--- config.mk ---
export PLATFORM = sky130hd
export DESIGN_NAME = gate_ctrl_sched
export DESIGN_NICKNAME = d
export VERILOG_FILES = /design/src/rtl/gate_ctrl_sched_pkg.sv /design/src/rtl/gate_ctrl_sched_arb.sv /design/src/rtl/gate_ctrl_sched.sv
export SDC_FILE = /design/constraint.sdc
export NUM_CORES = 1
export LEC_CHECK = 0
export ABC_AREA = 0
export BUFFER_PORTS_ARGS = -buffer_cell sky130_fd_sc_hd__buf_4
export CAP_MARGIN = 25
export CORE_ASPECT_RATIO = 1.1
export CORE_MARGIN = 2
export CORE_UTILIZATION = 35
export DETAILED_ROUTE_END_ITERATION = 8
export SLEW_MARGIN = 10
export SYNTH_ARGS = -nofsm -noshare
export SYNTH_HDL_FRONTEND = slang
export SYNTH_HIERARCHICAL = 1
export SYNTH_SLANG_ARGS = --single-unit
--- constraint.sdc ---
create_clock -name clk -period 5 [get_ports clk]
set_clock_uncertainty 0.15 [all_clocks]
set_input_delay 1.5 -clock clk [delete_from_list [all_inputs] [get_ports clk]]
set_output_delay 1.5 -clock clk [all_outputs]
set_load 0.1 [all_outputs]
--- src/rtl/gate_ctrl_sched_pkg.sv ---
// Shared types and widths for the gate-control-list scheduler.
// Latency: n/a (types, constants and one helper function only).
// Backpressure: n/a.
package gate_ctrl_sched_pkg;

  localparam int NUM_Q  = 4;
  localparam int GATE_W = 4;
  localparam int IVL_W  = 24;
  localparam int ADDR_W = 3;
  localparam int LEN_W  = 4;
  localparam int CNT_W  = 16;

  typedef struct packed {
    logic [GATE_W-1:0] gate;
    logic [IVL_W-1:0]  interval;
  } gcl_entry_t;

  typedef enum logic {
    ST_IDLE = 1'b0,
    ST_RUN  = 1'b1
  } sched_state_t;

  localparam gcl_entry_t GCL_RESET = '{gate: 4'hF, interval: 24'd1};

  // A zero interval still occupies one cycle so the list always advances.
  function automatic logic [IVL_W-1:0] slot_len(input logic [IVL_W-1:0] ivl);
    return (ivl == '0) ? IVL_W'(1) : ivl;
  endfunction

endpackage

--- src/rtl/gate_ctrl_sched_arb.sv ---
// Fixed-priority picker: highest set candidate bit wins, result is one-hot.
// Latency: combinational.
// Backpressure: none; the caller decides when the result is registered.
module gate_prio_arb
  import gate_ctrl_sched_pkg::*;
(
  input  logic [NUM_Q-1:0] cand,
  output logic [NUM_Q-1:0] grant
);

  // Later (higher) indices overwrite earlier ones, so the top set bit wins.
  always_comb begin
    grant = '0;
    for (int i = 0; i < NUM_Q; i++) begin
      if (cand[i]) begin
        grant    = '0;
        grant[i] = 1'b1;
      end
    end
  end

endmodule

--- src/rtl/gate_ctrl_sched.sv ---
// Time-aware gate scheduler: walks a register-based gate control list and grants one open queue at a time.
// Latency: a slot loads the cycle after sched_en rises; a grant registers one cycle after the request is seen.
// Backpressure: a grant is held until pkt_done; define GATE_SCHED_GUARD_EN to block new grants near a slot end.
module gate_ctrl_sched
  import gate_ctrl_sched_pkg::*;
#(
  parameter int GCL_DEPTH    = 8,
  parameter int GUARD_CYCLES = 16
) (
  input  logic              clk,
  input  logic              rst,
  input  logic              sched_en,
  input  logic [LEN_W-1:0]  cfg_len,
  input  logic              cfg_wr,
  input  logic [ADDR_W-1:0] cfg_addr,
  input  logic [27:0]       cfg_wdata,
  input  logic [NUM_Q-1:0]  q_req,
  input  logic              pkt_done,
  output logic [NUM_Q-1:0]  q_grant,
  output logic [GATE_W-1:0] gate_state,
  output logic [ADDR_W-1:0] slot_idx,
  output logic              slot_start,
  output logic [CNT_W-1:0]  cycle_cnt,
  output logic              cfg_err
);

  sched_state_t      state_q, state_d;
  logic [GATE_W-1:0] gate_q, gate_d;
  logic [ADDR_W-1:0] slot_idx_q, slot_idx_d;
  logic [IVL_W-1:0]  remain_q, remain_d;
  logic              slot_start_q, slot_start_d;
  logic [CNT_W-1:0]  cycle_cnt_q, cycle_cnt_d;
  logic              cfg_err_q, cfg_err_d;
  logic [NUM_Q-1:0]  grant_q, grant_d;
  gcl_entry_t        gcl_q [GCL_DEPTH];
  gcl_entry_t        gcl_d [GCL_DEPTH];

  logic              len_ok, last_slot, load, grant_ok;
  logic [ADDR_W-1:0] next_idx, load_idx;
  logic [NUM_Q-1:0]  cand, arb_gnt;

  assign len_ok    = (cfg_len != '0) && (int'(cfg_len) <= GCL_DEPTH);
  assign last_slot = ((int'(slot_idx_q) + 1) >= int'(cfg_len)) || (int'(slot_idx_q) == GCL_DEPTH - 1);
  assign next_idx  = last_slot ? '0 : slot_idx_q + ADDR_W'(1);
  assign cand      = q_req & gate_q;

  gate_prio_arb u_arb (
    .cand  (cand),
    .grant (arb_gnt)
  );

  // Table writes land immediately; out-of-range addresses are dropped.
  always_comb begin
    gcl_d = gcl_q;
    if (cfg_wr && (int'(cfg_addr) < GCL_DEPTH)) gcl_d[cfg_addr] = cfg_wdata;
  end

  // Slot sequencing: IDLE holds gates open, RUN counts down and loads the next entry back to back.
  always_comb begin
    state_d      = state_q;
    gate_d       = gate_q;
    slot_idx_d   = slot_idx_q;
    remain_d     = remain_q;
    slot_start_d = 1'b0;
    cycle_cnt_d  = cycle_cnt_q;
    cfg_err_d    = cfg_err_q | (sched_en & ~len_ok);
    load         = 1'b0;
    load_idx     = '0;
    case (state_q)
      ST_IDLE: begin
        gate_d     = '1;
        slot_idx_d = '0;
        remain_d   = '0;
        if (sched_en && len_ok) begin
          state_d = ST_RUN;
          load    = 1'b1;
        end
      end
      ST_RUN: begin
        if (!sched_en) begin
          state_d    = ST_IDLE;
          gate_d     = '1;
          slot_idx_d = '0;
          remain_d   = '0;
        end else if (remain_q <= IVL_W'(1)) begin
          load     = 1'b1;
          load_idx = next_idx;
          if (last_slot) cycle_cnt_d = cycle_cnt_q + CNT_W'(1);
        end else begin
          remain_d = remain_q - IVL_W'(1);
        end
      end
      default: state_d = ST_IDLE;
    endcase
    if (load) begin
      gate_d       = gcl_q[load_idx].gate;
      remain_d     = slot_len(gcl_q[load_idx].interval);
      slot_idx_d   = load_idx;
      slot_start_d = 1'b1;
    end
  end

  // Grant only from an empty grant register; closing gates never revoke a held grant.
  always_comb begin
`ifdef GATE_SCHED_GUARD_EN
    grant_ok = (state_q != ST_RUN) || (int'(remain_q) > GUARD_CYCLES);
`else
    grant_ok = 1'b1;
`endif
    grant_d = grant_q;
    if (grant_q != '0) begin
      if (pkt_done) grant_d = '0;
    end else if (grant_ok) begin
      grant_d = arb_gnt;
    end
  end

  // State registers with synchronous reset.
  always_ff @(posedge clk) begin
    if (rst) begin
      state_q      <= ST_IDLE;
      gate_q       <= '1;
      slot_idx_q   <= '0;
      remain_q     <= '0;
      slot_start_q <= 1'b0;
      cycle_cnt_q  <= '0;
      cfg_err_q    <= 1'b0;
      grant_q      <= '0;
      for (int i = 0; i < GCL_DEPTH; i++) gcl_q[i] <= GCL_RESET;
    end else begin
      state_q      <= state_d;
      gate_q       <= gate_d;
      slot_idx_q   <= slot_idx_d;
      remain_q     <= remain_d;
      slot_start_q <= slot_start_d;
      cycle_cnt_q  <= cycle_cnt_d;
      cfg_err_q    <= cfg_err_d;
      grant_q      <= grant_d;
      gcl_q        <= gcl_d;
    end
  end

  assign q_grant    = grant_q;
  assign gate_state = gate_q;
  assign slot_idx   = slot_idx_q;
  assign slot_start = slot_start_q;
  assign cycle_cnt  = cycle_cnt_q;
  assign cfg_err    = cfg_err_q;

endmodule
==> flow_metrics.env <==
export IMPL_synth_seq_cells=278
export IMPL_timing_setup_tns_ns=0
export IMPL_fin_area_sq_um=14600
export IMPL_wl_per_cell_microns=16.8
export IMPL_synth_most_common_cell="nand2_1"
export IMPL_die_x_microns=186
export IMPL_drt_pass1_iterations=6
export IMPL_timing_slew_headroom=0.310
export IMPL_seq_power_share=0.452
export IMPL_routed_wl_mm=35.6
export IMPL_grt_overflow=0
export IMPL_power_density_nw_per_um2=348
export IMPL_fmax_ghz=0.249
export IMPL_synth_common_cells="nand2_1, dfxtp_1, a21oi_1"
export IMPL_yosysSeqAreaShare=0.437
export IMPL_insertion_delay_ns=0.55
export IMPL_intPower_mw=3.81
export IMPL_synth_area_sq_um=12700
export IMPL_route_detailed_drc=0
export IMPL_synth_cell_type_count=63
export IMPL_synth_top_flop_cell="dfxtp_1"
export IMPL_grt_max_degree=162
export IMPL_io_buffers=72
export IMPL_hold_path_class="flip-flop to flip-flop"
export IMPL_core_sq_um=36000
export IMPL_io_pins=73
export IMPL_synth_warning_count=6
export IMPL_nets=1664
export IMPL_drive_above_1_share=0.130
export IMPL_period_needed_ns=4.02
export IMPL_slowest_delay_ns=0.57
export IMPL_synth_area_leaders="dfxtp_1, nand2_1, a21oi_1"
export IMPL_pwr_share_clk=0.449
export IMPL_critPathLaunchType="primary input"
export IMPL_critPathRequiredTime_ns=5.33
export IMPL_critPathSlowestCell="nor2_1"
export IMPL_drtAntennaViolNets=0
export IMPL_cts_sinks=278
export IMPL_antenna_found_initial=0
export IMPL_cts_made_buffers=31
export IMPL_combPwrFrac=0.099
export IMPL_grt_usage=0.189
export IMPL_dpl_hpwl_mm=22.8
export IMPL_cts_max_level=1
export IMPL_switchingPower_mw=1.28
export IMPL_peakVddDrop_mv=0.265
export IMPL_synth_edf_count=0
export IMPL_cts_setup_buffers=0
export IMPL_cts_hold_buf=0
export IMPL_hold_violations=0
export IMPL_drtIter0Drc=704
export IMPL_cts_tree="yes"
export IMPL_swShare=0.252
export IMPL_async_flop_share=0
export IMPL_path_cells="buf_4 > ha_1 > nand2b_1 > a211oi_1 > buf_4 > o2111ai_2 > nor2_1 > nand2_1 > a221oi_1 > nor2_1 > a21oi_1"
export IMPL_maxCapViolations=0
export IMPL_fin_crit_sh=0.804
export IMPL_synthesis_nets=1668
export IMPL_tightest_slew_ns=1.04
export IMPL_grt_first_pass_wirelength_mm=58.0
export IMPL_crit_path_end_kind="flip-flop"
export IMPL_status="finished, final reports clean"
export IMPL_rsz0062_at_grt="no"
export IMPL_gp_congestion=0.839
export IMPL_synth_top_area_share=0.437
export IMPL_root_buffer="clkbuf_16"
export IMPL_start_util=0.354
export IMPL_n_antenna_cell=0
export IMPL_avgSynthCellArea_sq_um=7.88
export IMPL_vias=11200
export IMPL_first_global_vias=10600
export IMPL_path_class="primary input to flip-flop"
export IMPL_fp_dieH_microns=204
export IMPL_die_area_sq_um=37900
export IMPL_slew_viol_final=0
export IMPL_path_clk_slew_ns=0.06
export IMPL_areaGrowthSynthToFinish_pct=14.9
export IMPL_synthCells=1615
export IMPL_cts_resized=0
export IMPL_p_leak_nw=5.19
export IMPL_cp_max_fo=16
export IMPL_vias_per_cell=5.26
export IMPL_row_count=73
export IMPL_post_dp_cell_area_sq_um=13600
export IMPL_clock_path_buffers=3
export IMPL_setup_viol=0
export IMPL_critPathArrivalTime_ns=4.35
export IMPL_yosys_area_top_type="dfxtp_1"
==> final cells by class <==
class	instances	area (sq um)
inverters	12	45.0
clock buffers	44	905
well taps	487	609
fillers	3710	21400
flip-flops and latches	278	5570
repair buffers	101	782
multi-input cells	1187	6600
clock inverters	12	125
==> power groups by stage <==
stage | combinational [mW] | sequential [mW] | clock, mW
final | 0.506 | 2.30 | 2.28
after global routing | 0.559 | 2.31 | 2.42
after CTS | 0.504 | 2.30 | 2.33
after detailed placement | 0.502 | 2.35 | 0
after global placement | 0.497 | 2.35 | 0
after floorplan | 0.347 | 2.37 | 0
==> cells by family after synthesis <==
family	synth area share
and+or+nand+nor	0.268
AOI/OAI and AO/OA	0.143
DFF	0.437
buffers and inverters	0.0485
muxes	0.0750
xor gates and xnor gates	0.0199
adders and majority gates	0.00884
==> placed cells by master, fill, tap and decap left out, types with 5 or more instances in the layout <==
master     instances
nand2_1          478
dfxtp_1          277
a21oi_1          220
nor2_1           111
buf_4             98
nand3b_1          41
mux2i_1           38
clkbuf_16         31
mux4_2            23
nand4_1           22
xor2_1            20
a221oi_1          19
nor3_1            19
a22oi_1           16
o21ai_0           14
o21ai_1           14
nand3_1           12
inv_1             11
nor4_1            10
xnor2_1            9
nor2b_1            8
or3_1              8
o22ai_1            8
ha_1               8
clkbuf_8           8
nand2b_1           6
nor2_2             6
nor3_2             6
clkinv_2           6
and2_1             5
nor4_2             5
a31oi_1            5
mux2_2             5
clkbuf_1           5
==> stage by stage <==
step                      hold slack [ns]  cells  total power [mW]  setup WS, ns   util
final                               0.302   2121              5.09         0.978  0.407
after global routing                0.316   2121              5.29         0.685  0.407
after CTS                           0.302   2120              5.14          1.07  0.406
after detailed placement            0.294   2064              2.85         0.506  0.378
after global placement              0.288   2064              2.85         0.554  0.378
after floorplan                     0.283   1615              2.71         0.752      -
==> routing by layer <==
| layer | up-vias | routed length, microns | track usage | share of wire |
|---|---|---|---|---|
| li1 | 5477 | - | - | - |
| met4 | 0 | 715 | 0.0456 | 0.020 |
| met3 | 51 | 1820 | 0.0228 | 0.051 |
| met1 | 5352 | 16900 | 0.268 | 0.48 |
| met2 | 283 | 16100 | 0.305 | 0.45 |
| met5 | - | 0 | 0 | 0 |
==> worst max-delay path: cells and delay by family <==
kind | cells | cell delay, ns
adders and majority gates | 1 | 0.27
AOI/OAI and AO/OA | 4 | 1.29
and+or+nand+nor | 4 | 0.99
buffers and inverters | 2 | 0.29
==> path summary, 6_finish.rpt <==
| check | startpoint | end | slack, ns | depth (start not counted) |
|---|---|---|---|---|
| setup reg to reg | slot_idx[0]$_SDFFE_PP0P_ | gate_state[1]$_SDFFE_PP1P_ | 1.44 | 11 |
| setup / recovery | cfg_len[0] | gate_state[1]$_SDFFE_PP1P_ | 0.98 | 11 |
| hold reg to reg | gcl_q[1]$_SDFFE_PP0P_ | gcl_q[1]$_SDFFE_PP0P_ | 0.30 | 2 |
| hold / removal | gcl_q[1]$_SDFFE_PP0P_ | gcl_q[1]$_SDFFE_PP0P_ | 0.30 | 2 |
==> flip-flops by register name (all words and copies together) (netlist names) <==
name        count
cfg_err         1
cycle_cnt      16
gate_state      4
gcl_q         224
q_grant         4
remain_q       24
slot_idx        3
slot_start      1
state_q         1
Power figures use the tool's default switching activity.
